==> src/rtl/layer_compositor.sv <==
// layer_compositor
//   N-layer video compositor. Delays the VTG timing by SYNC_DLY stages so it
//   lines up with the sprite pixel pipeline, picks the highest-index enabled
//   requesting layer (or BG_COLOR, or black during blanking), and reports
//   per-frame layer overlap plus a frame counter at the start of vsync.
//
// Ports
//   i_clk, i_rst        pixel clock, synchronous active-high reset
//   i_hsync/i_vsync/i_blank/i_screen
//                       undelayed VTG timing; screen x=[9:0], y=[19:10]
//   i_vport             per-layer rgb, layer k at [k*24 +: 24]
//   i_req               per-layer opaque flag, aligned with i_vport
//   i_layer_en          layer enable mask, applied every cycle
//   o_hsync/o_vsync/o_screen
//                       delayed timing, aligned with o_vport
//   o_vport             composited {r,g,b}
//   o_collide           overlap flags of the previous frame
//   o_collide_stb       one-cycle pulse when o_collide updates
//   o_frame             frame counter, wraps at 8 bits
module layer_compositor #(
    parameter int          N_LAYERS = 4,
    parameter int          SYNC_DLY = 2,
    parameter logic        H_POL    = 1'b0,
    parameter logic        V_POL    = 1'b0,
    parameter logic [23:0] BG_COLOR = 24'h000000
) (
    input  logic                     i_clk,
    input  logic                     i_rst,
    input  logic                     i_hsync,
    input  logic                     i_vsync,
    input  logic                     i_blank,
    input  logic [19:0]              i_screen,
    input  logic [N_LAYERS*24-1:0]   i_vport,
    input  logic [N_LAYERS-1:0]      i_req,
    input  logic [N_LAYERS-1:0]      i_layer_en,
    output logic                     o_hsync,
    output logic                     o_vsync,
    output logic [19:0]              o_screen,
    output logic [23:0]              o_vport,
    output logic [N_LAYERS-1:0]      o_collide,
    output logic                     o_collide_stb,
    output logic [7:0]               o_frame
);

    typedef struct packed {
        logic        hs;
        logic        vs;
        logic        blank;
        logic [19:0] screen;
    } tmg_t;

    // Idle timing: syncs inactive, blanked, origin. Keeps o_vport black while
    // the delay line refills after reset.
    localparam tmg_t TMG_RST = '{hs: ~H_POL, vs: ~V_POL, blank: 1'b1, screen: 20'd0};
    localparam logic [N_LAYERS-1:0] ONE = N_LAYERS'(1);

    tmg_t tmg_in;
    tmg_t tmg_d;

    assign tmg_in = '{hs: i_hsync, vs: i_vsync, blank: i_blank, screen: i_screen};

    // ------------------------------------------------------------------
    // Timing delay line
    // ------------------------------------------------------------------
    generate
        if (SYNC_DLY > 0) begin : g_dly
            tmg_t stg [SYNC_DLY];

            always_ff @(posedge i_clk) begin
                if (i_rst) begin
                    for (int i = 0; i < SYNC_DLY; i++) stg[i] <= TMG_RST;
                end else begin
                    stg[0] <= tmg_in;
                    for (int i = 1; i < SYNC_DLY; i++) stg[i] <= stg[i-1];
                end
            end

            assign tmg_d = stg[SYNC_DLY-1];
        end else begin : g_nodly
            assign tmg_d = tmg_in;
        end
    endgenerate

    // ------------------------------------------------------------------
    // Layer selection and overlap detection
    // ------------------------------------------------------------------
    logic [N_LAYERS-1:0] eff;
    logic [23:0]         win_color;
    logic                multi;
    logic [N_LAYERS-1:0] acc;
    logic [N_LAYERS-1:0] acc_nxt;
    logic                vs_q;
    logic                frame_evt;

    assign eff = i_req & i_layer_en;

    // Ascending scan: the last (highest-index) hit overrides lower layers.
    always_comb begin
        win_color = BG_COLOR;
        for (int k = 0; k < N_LAYERS; k++) begin
            if (eff[k]) win_color = i_vport[k*24 +: 24];
        end
    end

    // Two or more bits set <=> clearing the lowest set bit leaves something.
    assign multi = |(eff & (eff - ONE));

    assign acc_nxt = (!tmg_d.blank && multi) ? (acc | eff) : acc;

    // Frame starts on the inactive->active edge of the delayed vsync.
    assign frame_evt = (tmg_d.vs == V_POL) && (vs_q != V_POL);

    // ------------------------------------------------------------------
    // Compositing stage
    // ------------------------------------------------------------------
    always_ff @(posedge i_clk) begin
        if (i_rst) begin
            o_hsync       <= ~H_POL;
            o_vsync       <= ~V_POL;
            o_screen      <= 20'd0;
            o_vport       <= 24'h000000;
            o_collide     <= '0;
            o_collide_stb <= 1'b0;
            o_frame       <= 8'd0;
            acc           <= '0;
            vs_q          <= ~V_POL;
        end else begin
            o_hsync       <= tmg_d.hs;
            o_vsync       <= tmg_d.vs;
            o_screen      <= tmg_d.screen;
            o_vport       <= tmg_d.blank ? 24'h000000 : win_color;
            vs_q          <= tmg_d.vs;
            o_collide_stb <= frame_evt;
            if (frame_evt) begin
                o_collide <= acc_nxt;
                acc       <= '0;
                o_frame   <= o_frame + 8'd1;
            end else begin
                acc       <= acc_nxt;
            end
        end
    end

endmodule

==> config.mk <==
export PLATFORM = sky130hd
export DESIGN_NAME = layer_compositor
export DESIGN_NICKNAME = d
export VERILOG_FILES = /design/src/rtl/layer_compositor.sv
export SDC_FILE = /design/constraint.sdc
export NUM_CORES = 1
export LEC_CHECK = 0
export ABC_AREA = 1
export ABC_CLOCK_PERIOD_IN_PS = 2500
export BUFFER_PORTS_ARGS = -buffer_cell sky130_fd_sc_hd__buf_4
export CAP_MARGIN = 15
export CORE_MARGIN = 3
export CORE_UTILIZATION = 45
export DETAILED_ROUTE_END_ITERATION = 8
export GPL_ROUTABILITY_DRIVEN = 1
export PLACE_DENSITY = 0.78
export SKIP_LAST_GASP = 1
export SYNTH_ARGS = -nofsm -noshare
export SYNTH_HDL_FRONTEND = slang
export SYNTH_SLANG_ARGS = --single-unit
==> constraint.sdc <==
create_clock -name i_clk -period 2.5 [get_ports i_clk]
set_clock_uncertainty 0.1 [all_clocks]
set_input_delay 0 -clock i_clk [delete_from_list [all_inputs] [get_ports i_clk]]
set_output_delay 0 -clock i_clk [all_outputs]
set_load 0.005 [all_outputs]
==> Word-level counts from Yosys, hierarchy flattened <==
Memory sizes are Yosys's and may differ from the RTL's.
Index checks and enable logic that the tools add are counted.
{ "word_totals": {"latch_bits": 0, "output_inout_bits": 59, "mem_bits_ro": 0, "ramBits": 46, "regBits": 63, "wordCells": 33, "in_bits": 129, "memories": 1} }
{ "mem_list": {"columns": ["name", "depth", "word_bits", "read_ports", "rd_ports_with_merged_regs", "write_ports", "line_no", "rtl"], "rows": [
  ["g_dly.stg", 2, 23, 2, 0, 2, "67", "tmg_t stg [SYNC_DLY];"]
]} }
{ "op_classes": {"eq_ne": 0, "shift": 0, "div_mod_pow": 0, "n_mul": 0, "n_addsub": 2, "magnitude_cmp": 0, "n_reduce_logical": 6, "n_mux": 10, "n_bitwise": 6} }
{ "ops": {"columns": ["op", "n"], "rows": [
  ["two-way mux 24 bit", 4],
  ["two-way mux 23 bit", 2],
  ["adder 8 x 1 -> 8 bit (second input constant)", 1],
  ["AND 4 bit", 2],
  ["two-way mux 4 bit", 1],
  ["OR 4 bit", 1],
  ["OR reduction 2 bit", 2],
  ["OR reduction 4 bit", 1],
  ["subtractor 4 x 1 -> 4 bit (second input constant)", 1],
  ["two-way mux 1 bit", 3],
  ["logical AND 1 bit", 2],
  ["OR 1 bit", 2],
  ["logical NOT 1 bit", 1],
  ["NOT 1 bit", 1]
]} }

==> Depth between registers and ports, before layout <==
Gate-level depths: netlist of run 1.
{ "logic_depth": {"depth_word": 6, "mapped_depth": 8} }

==> Worst setup path before layout of run 1 <==
No wires, ideal clock.
{ "synth_path": {"kind": "flip-flop to flip-flop", "start": "reg o_frame[0]", "end": "reg o_frame[4]", "required_ns": 2.283, "setup_ns": 0.117, "arrival_time_ns": 1.026, "n_path_buf": 0, "slack_ns": 1.257, "period_less_slack_ns": 1.243, "stages_incl_launch_ff": 7, "path_cell_list": "dfxtp_1 ha_1 inv_1 nor3_4 nand2_1 xor2_1 nor2_1"} }
{ "synth_between": {"elab_chain_cells": 1} }
{ "synth_rtl": {"columns": ["element", "line_no", "rtl"], "rows": [
  ["start, declared", "42", "output logic [7:0] o_frame"],
  ["start signal, assigned", "137", "o_frame <= o_frame + 8'd1;"],
  ["adder 8 x 1 -> 8 bit", "137", null]
]} }
No other way between the ends.
A chain may end at the register's enable or synchronous reset.

==> out/qor.tcl, run 1 <==
set qor(outcome) {complete, no violations}
set qor(gp_routability_congestion) 0.9051
set qor(timing.max_cap.violations) 0
set qor(fmax_mhz) 512.0
set qor(yosysSeqAreaShare_pct) 54.01
set qor(worst_setup_path_start_kind) {flop}
set qor(most-common-layout-cells) {188 x buf_4, 109 x dfxtp_1, 92 x nor2_1, 82 x nand2_1, 81 x inv_1}
set qor(netlist_area_sq_um) 4040
set qor(num_vias) 4120
set qor(finalSetupTns_ns) 0
set qor(cts-root-to-sink-buffers) 2
set qor(relSlewSlack_pct) 54.75
set qor(seqCellArea_sq_um) 2182
set qor(tritoncts) {yes}
set qor(postCtsResizedCells) 0
set qor(die_y_microns) 100.8
set qor(syn-mean-instance-area_sq_um) 7.799
set qor(clock_sink_count) 109
set qor(synth.net_count) 648
set qor(cts_htree_levels) 3
set qor(row_count) 33
set qor(route.detailed.drc) 0
set qor(total_power_mw) 3.304
set qor(yosys_warnings) 0
set qor(cp-end-kind) {flop}
set qor(power_frac_comb_pct) 14.7
set qor(drtAntennaViolNets) 0
set qor(final_core_utilization_pct) 74.80
set qor(largest_net_degree_at_the_start_of_global_routing) 75
set qor(die_x_microns) 100.8
set qor(arrival_time_at_the_worst_endpoint_ns) 2.16
set qor(cts-buffers-inserted) 9
set qor(port-buffer-count) 187
set qor(cts-hold-fix-buffers) 71
set qor(required_time_of_the_critical_path_ns) 2.71
set qor(detailedPlace.worstSlack_ns) 0.9957
set qor(drive_above_1_share_pct) 29.82
set qor(tightest_slew_ns) 0.6788
set qor(holdCritPathClass) {primary input to flop}
set qor(power.ir.vdd_worst_v) 0.0003995
set qor(p_int_mw) 2.460
set qor(num_io_pins) 188
set qor(clock_insertion_delay_worst_skew_ns) 0.36
set qor(n_fill_cell) 610
set qor(power.clock.fraction_pct) 30.2
set qor(power.density_cell_area_nw_per_um2) 521.9
set qor(multi_input_comb_area_sq_um) 1368
set qor(layout_commonest_cell) {buf_4}
set qor(antenna_cells) 0
set qor(switching_power_total_mw) 0.8438
set qor(setup_viol_count_final) 0
set qor(ys_types) 29
set qor(pwr-share-seq_pct) 55.1
set qor(grt_overflow_total) 0
set qor(coreArea_sq_um) 8464
set qor(antenna_found_initial) 0
set qor(design.final.nets) 893
set qor(route.final.wire_length_microns) 12060
set qor(timing.final.crit_share_pct) 78.13
set qor(post_cts_setup_bufs) 0
set qor(detail_route.first_pass.iterations) 5
set qor(flow.area_growth_from_synthesis_pct) 56.70
set qor(instance_count_of_the_mapped_netlist) 518
set qor(netSwitchingFraction_pct) 25.54
set qor(period_minus_slack_ns) 1.953
set qor(timing_hold_violations_final) 0
set qor(groute.usage.overall_pct) 23.25
set qor(drtIter0Drc) 150
set qor(clk_pin_slew_ns) 0.11
set qor(grt_setup_unrepaired) {false}
set qor(clk_root_buffer_cell) {clkbuf_8}
set qor(criticalPathCategory) {flop to flop}
set qor(grt_pass1_vias) 3997
set qor(leakage_nw) 3.160
set qor(floorplan.die_area_sq_um) 10150
set qor(initial_core_utilization_pct) 47.73
set qor(timing.final.max_slew_violations) 0
set qor(grt_pass1_wl_microns) 18550
set qor(worst-path-max-fanout) 14
set qor(viasPerCell) 4.719
set qor(worst_slack_ns) 0.5468
set qor(detailed_place_hpwl_microns) 8270
set qor(post_drt_wl_per_cell_microns) 13.82
set qor(ys_seq_elements) 109
[synth_stat cells (all sizes together)]
master,n,area [sq um]
dfxtp,109,2182
nor2,98,387.9
inv,88,332.8
nand2,86,342.8
nand3,31,155.2
o21ai,24,120.1
a21oi,20,100.1
buf,20,133.9
a31oi,11,68.82
o211ai,10,75.07
or2,7,43.79
clkbuf,5,18.77
nand4,2,12.51
a22o,1,8.760
clkinv,1,5.000
ha,1,12.51
nor3,1,16.27
nor3b,1,7.510
o21bai,1,7.510
xor2,1,8.760
[logic make-up after synthesis]
family | after synthesis | share of synthesized area [%]
AND/OR/NAND/NOR | 226 | 23.91
buffers and inverters | 114 | 12.14
flip-flops | 109 | 54.01
AO/OA/AOI/OAI | 67 | 9.415
XOR/XNOR | 1 | 0.2168
adder cells (fa/ha/maj) | 1 | 0.3096
[state kept, by name, summed over array words and instances (netlist names)]
name / count
o_frame: 8
vs_q: 1
o_collide_stb: 1
o_screen: 20
o_vport: 24
acc: 4
o_collide: 4
g_dly.stg: 46
o_hsync: 1
[layout make-up]
| type | count | share of cell area [%] |
|---|---|---|
| Sequential cell | 109 | 34.47 |
| Timing Repair Buffer | 259 | 33.52 |
| Multi-Input combinational cell | 295 | 21.60 |
| Inverter | 89 | 5.336 |
| Tap cell | 105 | 2.075 |
| Clock buffer | 10 | 2.016 |
| Clock inverter | 6 | 0.9881 |
[power groups by stage]
stage | clock [mW] | sequential [mW] | combinational (mW)
6_report | 0.998 | 1.82 | 0.486
3_3_place_gp | 0 | 1.86 | 0.396
3_5_place_dp | 0 | 1.86 | 0.407
4_1_cts | 1.03 | 1.82 | 0.478
2_1_floorplan | 0 | 1.86 | 0.184
5_1_grt | 1.10 | 1.83 | 0.530
[metal layers]
metal	global-route usage, %	up-vias	wire length [microns]
met1	25.91	1838	4554
li1	-	2068	-
met5	0	-	0
met2	41.62	177	6152
met4	10.36	0	467
met3	5.675	37	888
[metrics by stage]
stage | hold WS [ns] | area [sq um] | cells
after detailed placement | 0.08855 | 5430 | 786
after global routing | 0.05850 | 6331 | 873
after global placement | 0.08780 | 5430 | 786
after floorplan | 0.003811 | 4040 | 518
after CTS | 0.03866 | 6331 | 873
final | 0.05819 | 6331 | 873
[worst paths after layout]
kind / startpoint / slack [ns] / depth (start not counted) / end
worst max-delay path: g_dly.stg[0][43] / 0.55 / 4 / o_vport[9]
worst min-delay path: i_rst / 0.06 / 2 / g_dly.stg[0][41]
worst max register to register: g_dly.stg[0][43] / 0.55 / 4 / o_vport[9]
worst min register to register: g_dly.stg[0][13] / 0.31 / 2 / g_dly.stg[0][36]
[worst max-delay path: stages, from the launching register on]
cell	delay [ns]
dfxtp_1	0.35
nor2_2	0.35
inv_1	0.31
a21oi_1	0.22
dlygate4sd3_1	0.58
Note: power is estimated with default switching activity, not from simulation.
==> run 2, diff against run 1 <==
Settings changed: ABC_AREA 1 to 0, ABC_CLOCK_PERIOD_IN_PS 2500 to 1700, CORE_UTILIZATION 45 to 41, PLACE_DENSITY 0.78 to 0.75.
Clock period 2.5 ns to 1.7 ns, I/O delays scaled along.
==> run 2 against run 1 <==
  * Synthesized cell count decreased by 28%
  * Die area increased by 5.6%
  * Non-clock buffer count increased by 68
  * Critical endpoint is now o_vport[23]
  * First-iteration DRC count increased by 41%
  * Largest cell class is now buffers
  * Via count increased by 2.2%
  * Clock power increased by 55%
==> out/qor.tcl, run 2 <==
set qor(timing_hold_violations_final) 0 ;# unchanged
set qor(most-common-layout-cells) {199 x buf_4, 128 x dlygate4sd3_1, 109 x dfxtp_1, 61 x nor2b_1} ;# was 188 x buf_4, 109 x dfxtp_1, 92 x nor2_1, 82 x nand2_1, 81 x inv_1
set qor(setup_viol_count_final) 0 ;# unchanged
set qor(required_time_of_the_critical_path_ns) 1.92 ;# was 2.71 ns
set qor(criticalPathCategory) {flop to flop} ;# unchanged
set qor(largest_register_ffs) 46 ;# unchanged
set qor(power.ir.vdd_worst_v) 0.0005114 ;# was 0.0003995 V
set qor(netSwitchingFraction_pct) 25.67 ;# was 25.54%
set qor(cts_htree_levels) 3 ;# unchanged
set qor(worst-path-max-fanout) 6 ;# was 14
set qor(final_cells) 810 ;# was 873
set qor(route.final.wire_length_microns) 14720 ;# was 12060 microns
set qor(switching_power_total_mw) 1.298 ;# was 0.8438 mW
set qor(cts-root-to-sink-buffers) 2 ;# unchanged
set qor(yosysSeqAreaShare_pct) 55.95 ;# was 54.01%
set qor(clk_pin_slew_ns) 0.11 ;# about the same
set qor(place_area_sq_um) 5408 ;# was 5430 sq um
set qor(timing.final.crit_share_pct) 96.22 ;# was 78.13%
set qor(antenna_found_initial) 0 ;# unchanged
set qor(cp-end-kind) {flop} ;# unchanged
set qor(largest_registers) {g_dly.stg: 46 flops, o_vport: 24 flops, o_screen: 20 flops} ;# unchanged
set qor(instance_count_of_the_mapped_netlist) 371 ;# was 518
set qor(timing.max_cap.violations) 0 ;# unchanged
set qor(layout_commonest_cell) {buf_4} ;# unchanged
set qor(synth_edf_count) 0 ;# unchanged
set qor(drtAntennaViolNets) 0 ;# unchanged
set qor(finalSetupTns_ns) 0 ;# unchanged
set qor(registers.top_by_ff_count) {g_dly.stg} ;# unchanged
set qor(clock_sink_count) 109 ;# unchanged
set qor(ys_types) 43 ;# was 29
set qor(synth_top_cell_by_area) {dfxtp_1} ;# unchanged
set qor(gp_routability_congestion) 0.8196 ;# was 0.9051
set qor(synth.net_count) 501 ;# was 648
set qor(netlist_area_sq_um) 3900 ;# was 4040 sq um
set qor(post_drt_wl_per_cell_microns) 18.17 ;# was 13.82 microns
set qor(yosys_warnings) 0 ;# unchanged
set qor(cts-buffers-inserted) 9 ;# unchanged
set qor(cpMaxStageDelayCell) {dlygate4sd3_1} ;# unchanged
set qor(antenna_cells) 0 ;# unchanged
set qor(leading_post_synthesis_cells_by_instance_count) {109 x dfxtp_1, 61 x nor2b_1, 24 x a311oi_1, 24 x and3_1} ;# was 109 x dfxtp_1, 92 x nor2_1, 82 x nand2_1
set qor(tritoncts) {yes} ;# unchanged
set qor(crit_path_cell_trace) {nor2_2 > o21ai_0 > a211oi_1 > dlygate4sd3_1} ;# was nor2_2 > inv_1 > a21oi_1 > dlygate4sd3_1
set qor(num_vias) 4212 ;# was 4120
set qor(drive_above_1_share_pct) 33.77 ;# was 29.82%
set qor(holdCritPathClass) {primary input to flop} ;# unchanged
set qor(synth_top_flop_cell) {dfxtp_1} ;# unchanged
set qor(yosys.cell_count.top_type) {dfxtp_1} ;# unchanged
set qor(worst_setup_path_start_kind) {flop} ;# unchanged
set qor(p_int_mw) 3.759 ;# was 2.460 mW
set qor(post-synth-top-area-fraction_pct) 55.95 ;# was 54.01%
set qor(timing.hold.ws_ns) 0.01655 ;# was 0.05819 ns
set qor(period_minus_slack_ns) 1.636 ;# was 1.953 ns
set qor(detailed_place_hpwl_microns) 8159 ;# was 8270 microns
set qor(grt_setup_unrepaired) {false} ;# unchanged
set qor(relSlewSlack_pct) 41.92 ;# was 54.75%
set qor(power.clock.fraction_pct) 30.7 ;# was 30.2%
set qor(asyncSetResetFlopFracSynth_pct) 0 ;# unchanged
set qor(clk_root_buffer_cell) {clkbuf_8} ;# unchanged
set qor(grt_pass1_vias) 4398 ;# was 3997
set qor(grt_pass1_wl_microns) 23520 ;# was 18550 microns
set qor(pwr-share-seq_pct) 52.5 ;# was 55.1%
set qor(row_count) 34 ;# was 33
set qor(floorplan.die_area_sq_um) 10720 ;# was 10150 sq um
set qor(route.detailed.drc) 0 ;# unchanged
set qor(maximum_cell_stage_delay_along_the_critical_path_ns) 0.58 ;# about the same
set qor(coreArea_sq_um) 8976 ;# was 8464 sq um
set qor(total_power_mw) 5.057 ;# was 3.304 mW
set qor(num_io_pins) 188 ;# unchanged
set qor(design.final.nets) 809 ;# was 893
set qor(placed_cells_incl_taps) 666 ;# was 786
set qor(viasPerCell) 5.200 ;# was 4.719
set qor(groute.usage.overall_pct) 27.14 ;# was 23.25%
set qor(ys_seq_elements) 109 ;# unchanged
set qor(clock_insertion_delay_worst_skew_ns) 0.37 ;# was 0.36 ns
set qor(syn-mean-instance-area_sq_um) 10.51 ;# was 7.799 sq um
set qor(outcome) {complete, no violations} ;# unchanged
set qor(synth_top_cells_by_area) {dfxtp_1 56%, nor2b_1 9.8%, a311oi_1 5.4%} ;# was dfxtp_1 54%, nor2_1 8.5%, nand2_1 7.6%
set qor(timing.final.max_slew_violations) 0 ;# unchanged
set qor(power.density_cell_area_nw_per_um2) 733.5 ;# was 521.9 nW/um^2
set qor(fmax_mhz) 611.4 ;# was 512.0 MHz
set qor(largest_net_degree_at_the_start_of_global_routing) 26 ;# was 75
set qor(detail_route.first_pass.iterations) 5 ;# unchanged
set qor(finalInstanceArea_sq_um) 6894 ;# was 6331 sq um
set qor(power_frac_comb_pct) 16.8 ;# was 14.7%
set qor(leakage_nw) 3.001 ;# was 3.160 nW
set qor(initial_core_utilization_pct) 43.45 ;# was 47.73%
set qor(tightest_slew_ns) 0.8683 ;# was 0.6788 ns
set qor(port-buffer-count) 187 ;# unchanged
set qor(die_x_microns) 103.5 ;# was 100.8 microns
set qor(arrival_time_at_the_worst_endpoint_ns) 1.86 ;# was 2.16 ns
set qor(grt_overflow_total) 0 ;# unchanged
set qor(flow.area_growth_from_synthesis_pct) 76.77 ;# was 56.70%
set qor(die_y_microns) 103.5 ;# was 100.8 microns
set qor(drtIter0Drc) 212 ;# was 150
## run 2: final timing paths
kind	startpoint	end	slack (ns)	cells past startpoint
worst max-delay path	g_dly.stg[0][43]	o_vport[23]	0.06	4
worst min-delay path	i_rst	acc[2]	0.02	3
worst max register to register	g_dly.stg[0][43]	o_vport[23]	0.06	4
worst min register to register	g_dly.stg[0][20]	g_dly.stg[0][43]	0.32	1
## run 2: repair_timing
item                                    4_1_cts  5_1_grt
setup buffers                                 0        0
hold endpoints to repair                     70        0
endpoints found under the setup margin        0        3
hold buffers                                128        0
resized for setup                             0        2
## run 2: final cells by class
class	count	area [sq um]
well taps	126	157.7
fillers	559	2082
clock buffers	9	123.9
inverters	2	7.507
multi-input cells	230	1570
clock inverters	7	77.57
repair buffers	327	2775
flip-flops and latches	109	2182
## run 2: critical path, delay by kind of cell, from the launching register on
kind                   cells  cell delay, ns
DFF                        1            0.40
AOI/OAI and AO/OA          2            0.32
buffers and inverters      1            0.58
and+or+nand+nor            1            0.20
## run 2: routing by layer
layer / global-route usage, % / vias up / wire length [microns]
met3: 7.960 / 65 / 1276
met5: 0 / - / 0
met4: 15.29 / 0 / 840
met1: 30.43 / 1943 / 5453
met2: 46.12 / 254 / 7145
li1: - / 1950 / -
## run 2: through the flow
| step | utilization, % | setup slack, ns |
|---|---|---|
| floorplan | - | 0.3435 |
| global placement | 60.25 | 0.3005 |
| detailed placement | 60.25 | 0.2408 |
| CTS | 76.76 | 0.04791 |
| global route | 76.81 | 0.01566 |
| finish | 76.81 | 0.06434 |
## run 2: kinds of logic (layout without fill, tap and decap cells)
logic type               Yosys count  count (layout)  synth area share [%]
AND/OR/NAND/NOR                  127             127                 19.76
flip-flops                       109             109                 55.95
AO/OA/AOI/OAI                     95              95                 18.29
buffers and inverters             32             345                 3.882
multiplexers                       5               5                 1.347
XOR/XNOR                           2               2                0.4492
adder cells (fa/ha/maj)            1               1                0.3208
## run 2: power groups by stage
stage / Combinational, mW / Clock (mW) / Sequential (mW)
after floorplan: 0.209 / 0 / 2.71
after global routing: 0.901 / 1.71 / 2.66
after global placement: 0.527 / 0 / 2.71
after CTS: 0.806 / 1.60 / 2.65
after detailed placement: 0.539 / 0 / 2.71
final: 0.849 / 1.55 / 2.65
==> run 3, diff against run 2 <==
Settings changed: CORE_UTILIZATION 41 to 43, CTS_BUF_LIST set to sky130_fd_sc_hd__clkbuf_4 sky130_fd_sc_hd__clkbuf_8, PLACE_DENSITY 0.75 to 0.78.
==> run 3 against run 2 <==
  * The run now ends with hold timing, setup timing left
  * Flip-flop and latch count did not move
  * Hold slack lost 0.082 ns
  * Core utilization grew 2.3 points
  * Maximum frequency down 5.0%
  * Register-to-register slack improved by 0.15 ns
  * Clock power is 8% higher
  * Die area shrank 4.4%
  * Critical path depth is 1 higher
  * Combinational power grew 2%
  * Global-route usage up 0.91 points
  * Sequential power barely moved
  * Largest cell class unchanged
==> out/qor.tcl, run 3 (synthesis results as in run 2) <==
set qor(floorplan.die_area_sq_um) 10250 ;# was 10720 sq um
set qor(failed_checks) {hold timing, setup timing}
set qor(die_x_microns) 101.2 ;# was 103.5 microns
set qor(timing.hold.ws_ns) -0.06532 ;# was 0.01655 ns
set qor(rrSetupSlack_ns) 0.21 ;# was 0.06 ns
set qor(largest_register_ffs) 46 ;# unchanged
set qor(setup_viol_count_final) 2 ;# was 0
set qor(clk_pin_slew_ns) 0.11 ;# about the same
set qor(tightest_slew_ns) 1.036 ;# was 0.8683 ns
set qor(row_count) 34 ;# unchanged
set qor(relSlewSlack_pct) 30.95 ;# was 41.92%
set qor(detailedPlace.worstSlack_ns) 0.2406 ;# was 0.2408 ns
set qor(viasPerCell) 5.370 ;# was 5.200
set qor(use_met2_pct) 47.08 ;# was 46.12%
set qor(detail_route.first_pass.iterations) 5 ;# unchanged
set qor(cpMaxStageDelayCell) {and2_1} ;# was dlygate4sd3_1
set qor(grt_overflow_total) 0 ;# unchanged
set qor(crit_path_cell_trace) {buf_4 > and2_1 > a311oi_1 > dlygate4sd3_1 > o2bb2ai_1} ;# was nor2_2 > o21ai_0 > a211oi_1 > dlygate4sd3_1
set qor(drtIter0Drc) 227 ;# was 212
set qor(clk_root_buffer_cell) {clkbuf_8} ;# unchanged
set qor(timing.hold.worst_path_depth) 3 ;# unchanged
set qor(use_met3_pct) 8.609 ;# was 7.960%
set qor(use_met1_pct) 31.83 ;# was 30.43%
set qor(grt_setup_unrepaired) {false} ;# unchanged
set qor(layout_commonest_cell) {buf_4} ;# unchanged
set qor(antenna_found_initial) 1 ;# was 0
set qor(post_drt_wl_per_cell_microns) 19.23 ;# was 18.17 microns
set qor(die_y_microns) 101.2 ;# was 103.5 microns
set qor(power.ir.vdd_worst_v) 0.0005542 ;# was 0.0005114 V
set qor(gp_routability_congestion) 0.8914 ;# was 0.8196
set qor(registers.top_by_ff_count) {g_dly.stg} ;# unchanged
set qor(placed_cells_incl_taps) 644 ;# was 666
set qor(most-common-layout-cells) {194 x buf_4, 133 x dlygate4sd3_1, 109 x dfxtp_1, 61 x nor2b_1} ;# was 199 x buf_4, 128 x dlygate4sd3_1, 109 x dfxtp_1, 61 x nor2b_1
set qor(arrival_time_at_the_worst_endpoint_ns) 1.91 ;# was 1.86 ns
set qor(outcome) {finished with violations} ;# was complete, no violations
set qor(final_core_utilization_pct) 79.10 ;# was 76.81%
set qor(place_area_sq_um) 5355 ;# was 5408 sq um
set qor(maximum_cell_stage_delay_along_the_critical_path_ns) 0.82 ;# was 0.58 ns
set qor(power.density_cell_area_nw_per_um2) 751.6 ;# was 733.5 nW/um^2
set qor(crit_path_start) {i_req[2]} ;# was g_dly.stg[0][43]
set qor(finalInstanceArea_sq_um) 6932 ;# was 6894 sq um
set qor(multi_input_comb_area_sq_um) 1575 ;# was 1570 sq um
set qor(crit_reg_reg_endpoint) {o_vport[19]} ;# was o_vport[23]
set qor(timing_hold_violations_final) 1 ;# was 0
set qor(total_power_mw) 5.210 ;# was 5.057 mW
set qor(worstRegToRegCells) 4 ;# unchanged
set qor(largest_net_degree_at_the_start_of_global_routing) 46 ;# was 26
set qor(clock_insertion_delay_worst_skew_ns) 0.35 ;# was 0.37 ns
set qor(worst_setup_path_start_kind) {primary input} ;# was flop
set qor(route.final.wire_length_microns) 15270 ;# was 14720 microns
set qor(drive_above_1_share_pct) 33.14 ;# was 33.77%
set qor(grt_pass1_wl_microns) 22170 ;# was 23520 microns
set qor(detailed_place_hpwl_microns) 8061 ;# was 8159 microns
set qor(worst_slack_ns) -0.02234 ;# was 0.06434 ns
set qor(design.final.nets) 810 ;# was 809
set qor(cp-endpoint) {o_vport[18]} ;# was o_vport[23]
set qor(worst-path-max-fanout) 23 ;# was 6
set qor(final_cells) 794 ;# was 810
set qor(n_fill_cell) 490 ;# was 559
set qor(cts-root-to-sink-buffers) 2 ;# unchanged
set qor(cts_htree_levels) 3 ;# unchanged
set qor(num_io_pins) 188 ;# unchanged
set qor(tritoncts) {yes} ;# unchanged
set qor(cp-end-kind) {flop} ;# unchanged
set qor(flow.area_growth_from_synthesis_pct) 77.74 ;# was 76.77%
set qor(period_minus_slack_ns) 1.722 ;# was 1.636 ns
set qor(route.detailed.drc) 0 ;# unchanged
set qor(port-buffer-count) 187 ;# unchanged
set qor(grt-busiest-layer) {met2} ;# unchanged
set qor(clock_sink_count) 109 ;# unchanged
set qor(cts-buffers-inserted) 9 ;# unchanged
set qor(criticalPathCategory) {primary input to flop} ;# was flop to flop
set qor(fmax_mhz) 580.6 ;# was 611.4 MHz
set qor(required_time_of_the_critical_path_ns) 1.89 ;# was 1.92 ns
set qor(initial_core_utilization_pct) 44.50 ;# was 43.45%
set qor(groute.usage.overall_pct) 28.05 ;# was 27.14%
set qor(timing.max_cap.violations) 0 ;# unchanged
set qor(post_cts_setup_bufs) 0 ;# unchanged
set qor(coreArea_sq_um) 8763 ;# was 8976 sq um
set qor(timing.final.max_slew_violations) 0 ;# unchanged
set qor(drtAntennaViolNets) 0 ;# unchanged
set qor(r2r_start) {g_dly.stg[0][43]} ;# unchanged
set qor(leakage_nw) 3.018 ;# was 3.001 nW
set qor(finalSetupTns_ns) -0.02436 ;# was 0 ns
set qor(seqCellArea_sq_um) 2182 ;# unchanged
set qor(largest_registers) {g_dly.stg: 46 flops, o_vport: 24 flops, o_screen: 20 flops} ;# unchanged
set qor(num_vias) 4264 ;# was 4212
set qor(timing.final.crit_share_pct) 101.3 ;# was 96.22%
set qor(holdCritPathClass) {primary input to flop} ;# unchanged
set qor(grt_pass1_vias) 4266 ;# was 4398
[run 3: cell count changes in the layout (fill, tap and decap cells not counted), sizes merged]
cell,delta
dlygate4sd3,+5
buf,-4
bufinv,+1
clkinv,-1
diode,+1
[run 3: per-layer routing]
metal,vias up,share of wire [%]
li1,1952,-
met5,-,0
met3,59,12
met4,0,4.5
met1,1940,36
met2,313,48
[run 3: final cells by class]
type,instances,share of cell area (%)
antenna,1,0.03610
clock buffer,9,1.787
clock inverter,7,1.408
inverter,2,0.1083
multi-input combinational,230,22.73
sequential,109,31.48
tap,108,1.949
timing repair buffer,328,40.51
[run 3: report_power, final]
group | switching, mW | internal (mW) | leakage (nW) | total [mW]
logic | 0.320 | 0.548 | 2.01 | 0.868
registers | 0.0261 | 2.63 | 0.891 | 2.66
clock network | 0.951 | 0.734 | 0.113 | 1.68
total | 1.30 | 3.91 | 3.02 | 5.21
[run 3: how the worst min path moves through the flow]
stage,slack (ns),startpoint,end
after floorplan,0.004,i_blank,g_dly.stg[0][20]
after global placement,0.09,i_vsync,g_dly.stg[0][21]
after detailed placement,0.09,i_vsync,g_dly.stg[0][21]
after CTS,0.01,i_layer_en[3],acc[0]
after global routing,0.05,i_req[3],acc[0]
final,-0.07,i_vport[23],o_vport[23]
[run 3: timing repair]
action,CTS,global route
resized for setup,0,7
hold buffers,131,3
setup endpoints to repair,0,24
hold endpoints to repair,64,1
[run 3: worst max-delay path: cells and delay by family]
kind	cells	cell delay (ns)
AO/OA/AOI/OAI	2	0.33
buffers and inverters	2	0.76
AND/OR/NAND/NOR	1	0.82
